===== config.mk =====
export PLATFORM = sky130hd
export DESIGN_NAME = coeff_token_encoder
export DESIGN_NICKNAME = d
export VERILOG_FILES = /design/src/rtl/coeff_token_encoder.sv
export SDC_FILE = /design/constraint.sdc
export NUM_CORES = 1
export LEC_CHECK = 0
export CORE_AREA = 2 2 99 101
export CTS_CLUSTER_SIZE = 40
export DETAILED_ROUTE_END_ITERATION = 16
export DIE_AREA = 0 0 101 103
export SLEW_MARGIN = 5
export SYNTH_ARGS = -nofsm -noshare
export SYNTH_HDL_FRONTEND = slang
export SYNTH_SLANG_ARGS = --single-unit

===== constraint.sdc =====
create_clock -name clk -period 5.3 [get_ports clk]
set_clock_uncertainty 0.05 [all_clocks]
set_input_delay 0.795 -clock clk [delete_from_list [all_inputs] [get_ports clk]]
set_output_delay 0.795 -clock clk [all_outputs]
set_load 0.005 [all_outputs]

===== src/rtl/coeff_token_encoder.sv =====
//============================================================================
// coeff_token_encoder: serialises the H.264 CAVLC coeff_token codeword, MSB first.
// Optional nC==-1 chroma DC column: define COEFF_TOKEN_CHROMA_DC_EN.  Rev 1.0
//============================================================================
`default_nettype none
module coeff_token_encoder #(
  parameter int ERR_STICKY = 0
) (
  input  logic       clk,
  input  logic       rst,
  input  logic       in_valid,
  output logic       in_ready,
  input  logic [4:0] total_coeff,
  input  logic [1:0] trailing_ones,
  input  logic [2:0] nc_sel,
  output logic       out_bit,
  output logic       out_valid,
  input  logic       out_ready,
  output logic       out_last,
  output logic       err
);
  localparam logic [0:0] ST_IDLE  = 1'b0;
  localparam logic [0:0] ST_SHIFT = 1'b1;

  // One nibble per TotalCoeff*4+TrailingOnes: codeword value (VAL*) and length-1 (LEN*).
  localparam logic [0:67][3:0] VAL0 =
    272'h1000_5100_7410_7653_7653_7654_F654_BE54_8AD4_FE94_BADC_FE9C_BAD8_F19C_BED8_7A9C_4658;
  localparam logic [0:67][3:0] LEN0 =
    272'h0000_5100_7520_8764_9875_A986_CA97_CCA8_CCC9_DDCA_DDDC_EEDD_EEED_FEEE_FFFE_FFFF_FFFF;
  localparam logic [0:67][3:0] VAL1 =
    272'h3000_B200_7730_7A95_7654_4656_7658_F654_BED4_FA94_BEDC_8A98_FEDC_BA9C_7B68_98A1_7654;
  localparam logic [0:67][3:0] LEN1 =
    272'h1000_5100_5420_6553_7553_7664_8775_A885_AAA6_BAA8_BBBA_BBBA_CCCB_CCCC_CDCC_DDDC_DDDD;
  localparam logic [0:67][3:0] VAL2 =
    272'hF000_FE00_BFD0_8CEC_FABB_B89A_9ED9_8A98_FEDD_BEAC_FADC_BE9C_8AD8_D79C_9CBA_5876_1432;
  localparam logic [0:67][3:0] LEN2 =
    272'h3000_5300_5430_5443_6443_6443_6553_6553_7664_7765_8776_8877_8887_9888_9999_9999_9999;
`ifdef COEFF_TOKEN_CHROMA_DC_EN
  localparam logic [0:19][3:0] VALC = 80'h1000_7100_4610_3325_2320;
  localparam logic [0:19][3:0] LENC = 80'h1000_5000_5520_5665_5776;
`endif

  logic [0:0]  state, state_nxt;
  logic [15:0] shreg;
  logic [4:0]  count;
  logic        illegal, accept, advance;
  logic [6:0]  tidx;
  logic [15:0] code, code_al;
  logic [4:0]  len;

  assign accept  = in_valid && in_ready;
  assign advance = out_valid && out_ready;

  always_comb begin
    illegal = ({3'b000, trailing_ones} > total_coeff) || (total_coeff > 5'd16) || (nc_sel > 3'd4);
`ifdef COEFF_TOKEN_CHROMA_DC_EN
    if (nc_sel == 3'd4 && total_coeff > 5'd4) illegal = 1'b1;
`else
    if (nc_sel == 3'd4) illegal = 1'b1;
`endif
  end

  always_comb begin
    tidx = (total_coeff > 5'd16) ? 7'd0 : {total_coeff, trailing_ones};
    code = 16'd0;
    len  = 5'd1;
    case (nc_sel)
      3'd0: begin code = {12'd0, VAL0[tidx]}; len = {1'b0, LEN0[tidx]} + 5'd1; end
      3'd1: begin code = {12'd0, VAL1[tidx]}; len = {1'b0, LEN1[tidx]} + 5'd1; end
      3'd2: begin code = {12'd0, VAL2[tidx]}; len = {1'b0, LEN2[tidx]} + 5'd1; end
      3'd3: begin
        // Fixed-length: TotalCoeff-1 (16 wraps to 4'hF) then TrailingOnes; zero is 000011.
        len  = 5'd6;
        code = (total_coeff == 5'd0) ? 16'd3
                                     : {10'd0, total_coeff[3:0] - 4'd1, trailing_ones};
      end
`ifdef COEFF_TOKEN_CHROMA_DC_EN
      3'd4: begin
        code = {12'd0, VALC[(total_coeff > 5'd4) ? 5'd0 : tidx[4:0]]};
        len  = {1'b0, LENC[(total_coeff > 5'd4) ? 5'd0 : tidx[4:0]]} + 5'd1;
      end
`endif
      default: ;
    endcase
    code_al = code << (5'd16 - len);
  end

  always_ff @(posedge clk or posedge rst) begin
    if (rst) state <= ST_IDLE;
    else     state <= state_nxt;
  end

  always_comb begin
    state_nxt = state;
    case (state)
      ST_IDLE:  if (accept && !illegal) state_nxt = ST_SHIFT;
      ST_SHIFT: if (advance && count == 5'd1) state_nxt = ST_IDLE;
      default:  state_nxt = ST_IDLE;
    endcase
  end

  always_comb begin
    in_ready  = (state == ST_IDLE);
    out_valid = (state == ST_SHIFT);
    out_last  = (state == ST_SHIFT) && (count == 5'd1);
    out_bit   = shreg[15];
  end

  always_ff @(posedge clk or posedge rst) begin
    if (rst) begin
      shreg <= 16'd0;
      count <= 5'd0;
    end else if (accept && !illegal) begin
      shreg <= code_al;
      count <= len;
    end else if (advance) begin
      shreg <= {shreg[14:0], 1'b0};
      count <= count - 5'd1;
    end
  end

  always_ff @(posedge clk or posedge rst) begin
    if (rst)                  err <= 1'b0;
    else if (ERR_STICKY != 0) err <= err | (accept && illegal);
    else                      err <= accept && illegal;
  end
endmodule
`default_nettype wire


==> metrics.md <==
| Metric | Value |
|---|---|
| Status | finished, final reports clean |
| Period utilization | ~96% |
| TritonCTS Sinks | 23 |
| Via Count | between 5000 and 6000 |
| Most used DFF post-synth | dfrtp_1 |
| Max Root-Sink Buffers | 2 |
| Clk Latency, worst-skew pair | 0.29 ns |
| Unrepaired setup endpoints after global routing | false |
| #FFs+latches synth | 23 |
| WL/cell | between 20 and 25 µm |
| Most frequent cells in the layout | 112 x buf_4, 48 x a21oi_1, 46 x nor2_1, 39 x nand2_1, 37 x o21ai_0 |
| Netlist Area Pre-Place | around 4300 µm² |
| Post-synth ARST share | 100% |
| Final hold violation count | 0 |
| Ant. Diodes | 0 |
| FP Rows | 36 |
| Yosys warnings | 0 |
| Antenna violations before repair | 0 |
| I/O Buffers | 18 |
| Die Footprint | 10400 µm² |
| Register area share after synthesis | 13.5% |
| Leak Pwr | ~2.2 nW |
| Setup WS pre-CTS | -0.469 ns |
| Multi-input gate area | 3580 µm² |
| Final Max Slew Viols | 0 |
| Drt pass-1 iters | 6 |
| WP depth | 24 |
| Cell variety after synth | 80 |
| Placed Instances | between 700 and 800 |
| Setup Viol. Count Final | 0 |
| Post-Route WL | between 15000 and 20000 µm |
| Buf/Inv on CP | 6 |
| CTS tree | yes |
| CP Class | input port to flop |
| Vias in the first global route | between 5000 and 6000 |
| Slowest CP cell | or3b_4 |
| Crit path cell chain | clkdlybuf4s50_1 -> or3b_4 -> nand2_8 -> nand2_8 -> ha_4 -> mux2_4 -> a32oi_1 -> o221ai_1 -> o31ai_1 -> buf_4 -> and4_4 -> inv_2 -> ha_4 -> nor2_4 -> inv_1 -> o32ai_2 -> a41o_1 -> buf_4 -> nor3_4 -> xnor2_2 -> buf_6 -> mux2i_1 -> a21o_1 -> a21oi_1 |
| Crit. End Element | flop |
| Area share of the largest cell type after synthesis | between 10% and 20% |
| Gr usage total | between 30% and 40% |
| I/O Pins | 19 |
| Core Area | between 9000 and 10000 µm² |
| Top area cells in the synthesized netlist | dfrtp_1 14%, a21oi_1 5.8%, ha_1 4.7%, o21ai_0 4.6%, nor2_1 4.1% |
| Slew HR | between 30% and 40% |
| Root buf cell | clkbuf_8 |
| Share of cells above drive strength 1 | 26.4% |
| Die Height | ~100 µm |
| Worst-Margin Slew | about 0.91 ns |
| DRT iter0 DRCs | around 600 |
| # DRC | 0 |
| Req. time, crit path | between 5 and 6 ns |
| CTS clk-pin slew, worst paths | 0.09 ns |
| Nets | about 700 |
| Die width | ~100 µm |
| RD Place Congestion | between 1 and 1.5 |
| Fin util | 58.1% |
| First-pass GRT wire length | about 29000 µm |
| Peak supply drop | 171 µV |
| Largest net degree at the start of global routing | 54 |
| CP peak stage delay | 0.44 ns |
| TritonCTS buffer count | 3 |
| Crit path DAT | 5.20 ns |
| Maximum clock frequency | 0.197 GHz |
| Layout area overhead | 29.1% |
| Grt ovf | 0 |
| Final-layout fill cell count | roughly 900 |
| Hold Crit Class | flop to flop |
| Layout Cells excl Fill | just under 800 |
| Initial core utilization | a little under half |
| Cts hold-fix bufs | 0 |
| Synth Instances | around 600 |
| Post-Syn Nets | about 630 |
| DP HPWL | around 15000 µm |
| Minimum clock period | 5.09 ns |
| Vias per std cell | 6.91 |
| Yosys top cell by area | dfrtp_1 |
| H-tree Lvls | 1 |
| Final WS setup | between 0.2 and 0.25 ns |
| Delay-heaviest family, CP | compound AO/OA/AOI/OAI gates |
| WHS | roughly 0.47 ns |
| EDFF count, synth | 0 |
| P per Cell Area | 206 nW/µm² |
| Hold Crit Depth | 1 |
| # Max-Cap Violations | 0 |
| Commonest non-fill, non-tap cell in the layout | buf_4 |
| Worst setup SP type | input port |
| FF-to-FF path depth | 4 |
| Register area | approximately 580 µm² |
| Crit-path max FO | 8 |
| Syn avg cell area | a little over 7 µm² |
| Post-route ant nets | 0 |
## where the power goes
group	internal, W	switching [W]	total, W
combinational	0.000316	0.000383	0.000699
clock	0.0000530	0.0000657	0.000119
sequential	0.000254	0.0000583	0.000313
total	0.000624	0.000507	0.00113
## layer usage
| metal | part of all wire, % | vias up | GRT usage (%) | wire, µm |
|---|---|---|---|---|
| met5 | 0 | - | 0 | 0 |
| met4 | 7.6 | 0 | 26.9 | 1460 |
| met3 | 8.2 | 104 | 4.75 | 1580 |
| met2 | 47 | 361 | 62.1 | 9020 |
| met1 | 38 | 2583 | 43.4 | 7280 |
| li1 | - | 2448 | - | - |
## final timing paths
check / slack [ns] / start / endpoint
max: 0.21 / total_coeff[2] / shreg[6]
min: 0.47 / shreg[0] / shreg[0]
max reg2reg: 2.91 / out_valid / count[2]
min reg2reg: 0.47 / shreg[0] / shreg[0]
max in group asynchronous: 3.68 / rst / shreg[9]
min in group asynchronous: 0.96 / rst / shreg[1]
## Yosys cell counts (6+ instances only)
cell type  instances
or3_1              8
dfrtp_1           23
a2111oi_0          7
ha_1              16
nor3b_1           11
nand2_1           43
xnor2_1            6
nor3_1            13
nor4_1            10
nor2_1            47
buf_2             18
o211ai_1          15
a21oi_1           49
inv_1             24
a31oi_1           10
a211o_1            8
o2111ai_1          6
a21o_1            13
clkbuf_1          35
a211oi_1          11
mux2i_1           16
or3b_2             7
nand2b_1          18
o21ai_0           39
and2_1             7
or2_2              7
nor2b_1           15
nand3_1           12
## metrics by stage
stage | TNS [ns] | area, µm² | total power [W]
2_1_floorplan | -5.94 | 4510 | 0.000724
3_3_place_gp | -3.33 | 5360 | 0.000955
3_5_place_dp | -6.41 | 5360 | 0.000977
4_1_cts | -0.00303 | 5450 | 0.00110
5_1_grt | 0 | 5500 | 0.00120
6_report | 0 | 5500 | 0.00113
## cell type report
| class | instances | area share, % |
|---|---|---|
| timing repair buffer | 132 | 19.1 |
| clock buffer | 3 | 0.751 |
| clock inverter | 1 | 0.0910 |
| inverter | 24 | 1.91 |
| tap | 114 | 2.59 |
| multi-input combinational | 498 | 65.1 |
| sequential | 23 | 10.5 |
## registers in the layout, indices dropped and copies added (netlist names)
signal / flops
shreg: 16
err: 1
count: 5
out_valid: 1
## repair_timing
action / in CTS / in global routing
setup buffers: 2 / 1
pin swaps: 5 / 7
endpoints found under the setup margin: 16 / 16
gates resized for setup: 6 / 11
## cell families after synthesis
kind of cell | Yosys count | share of synthesized area (%)
adders and majority gates | 16 | 4.70
muxes | 20 | 5.08
AOI/OAI and AO/OA | 229 | 38.0
and+or+nand+nor | 226 | 29.5
buffers and inverters | 80 | 7.75
xor gates and xnor gates | 7 | 1.44
DFF | 23 | 13.5
(Power assumes the default switching activity.)
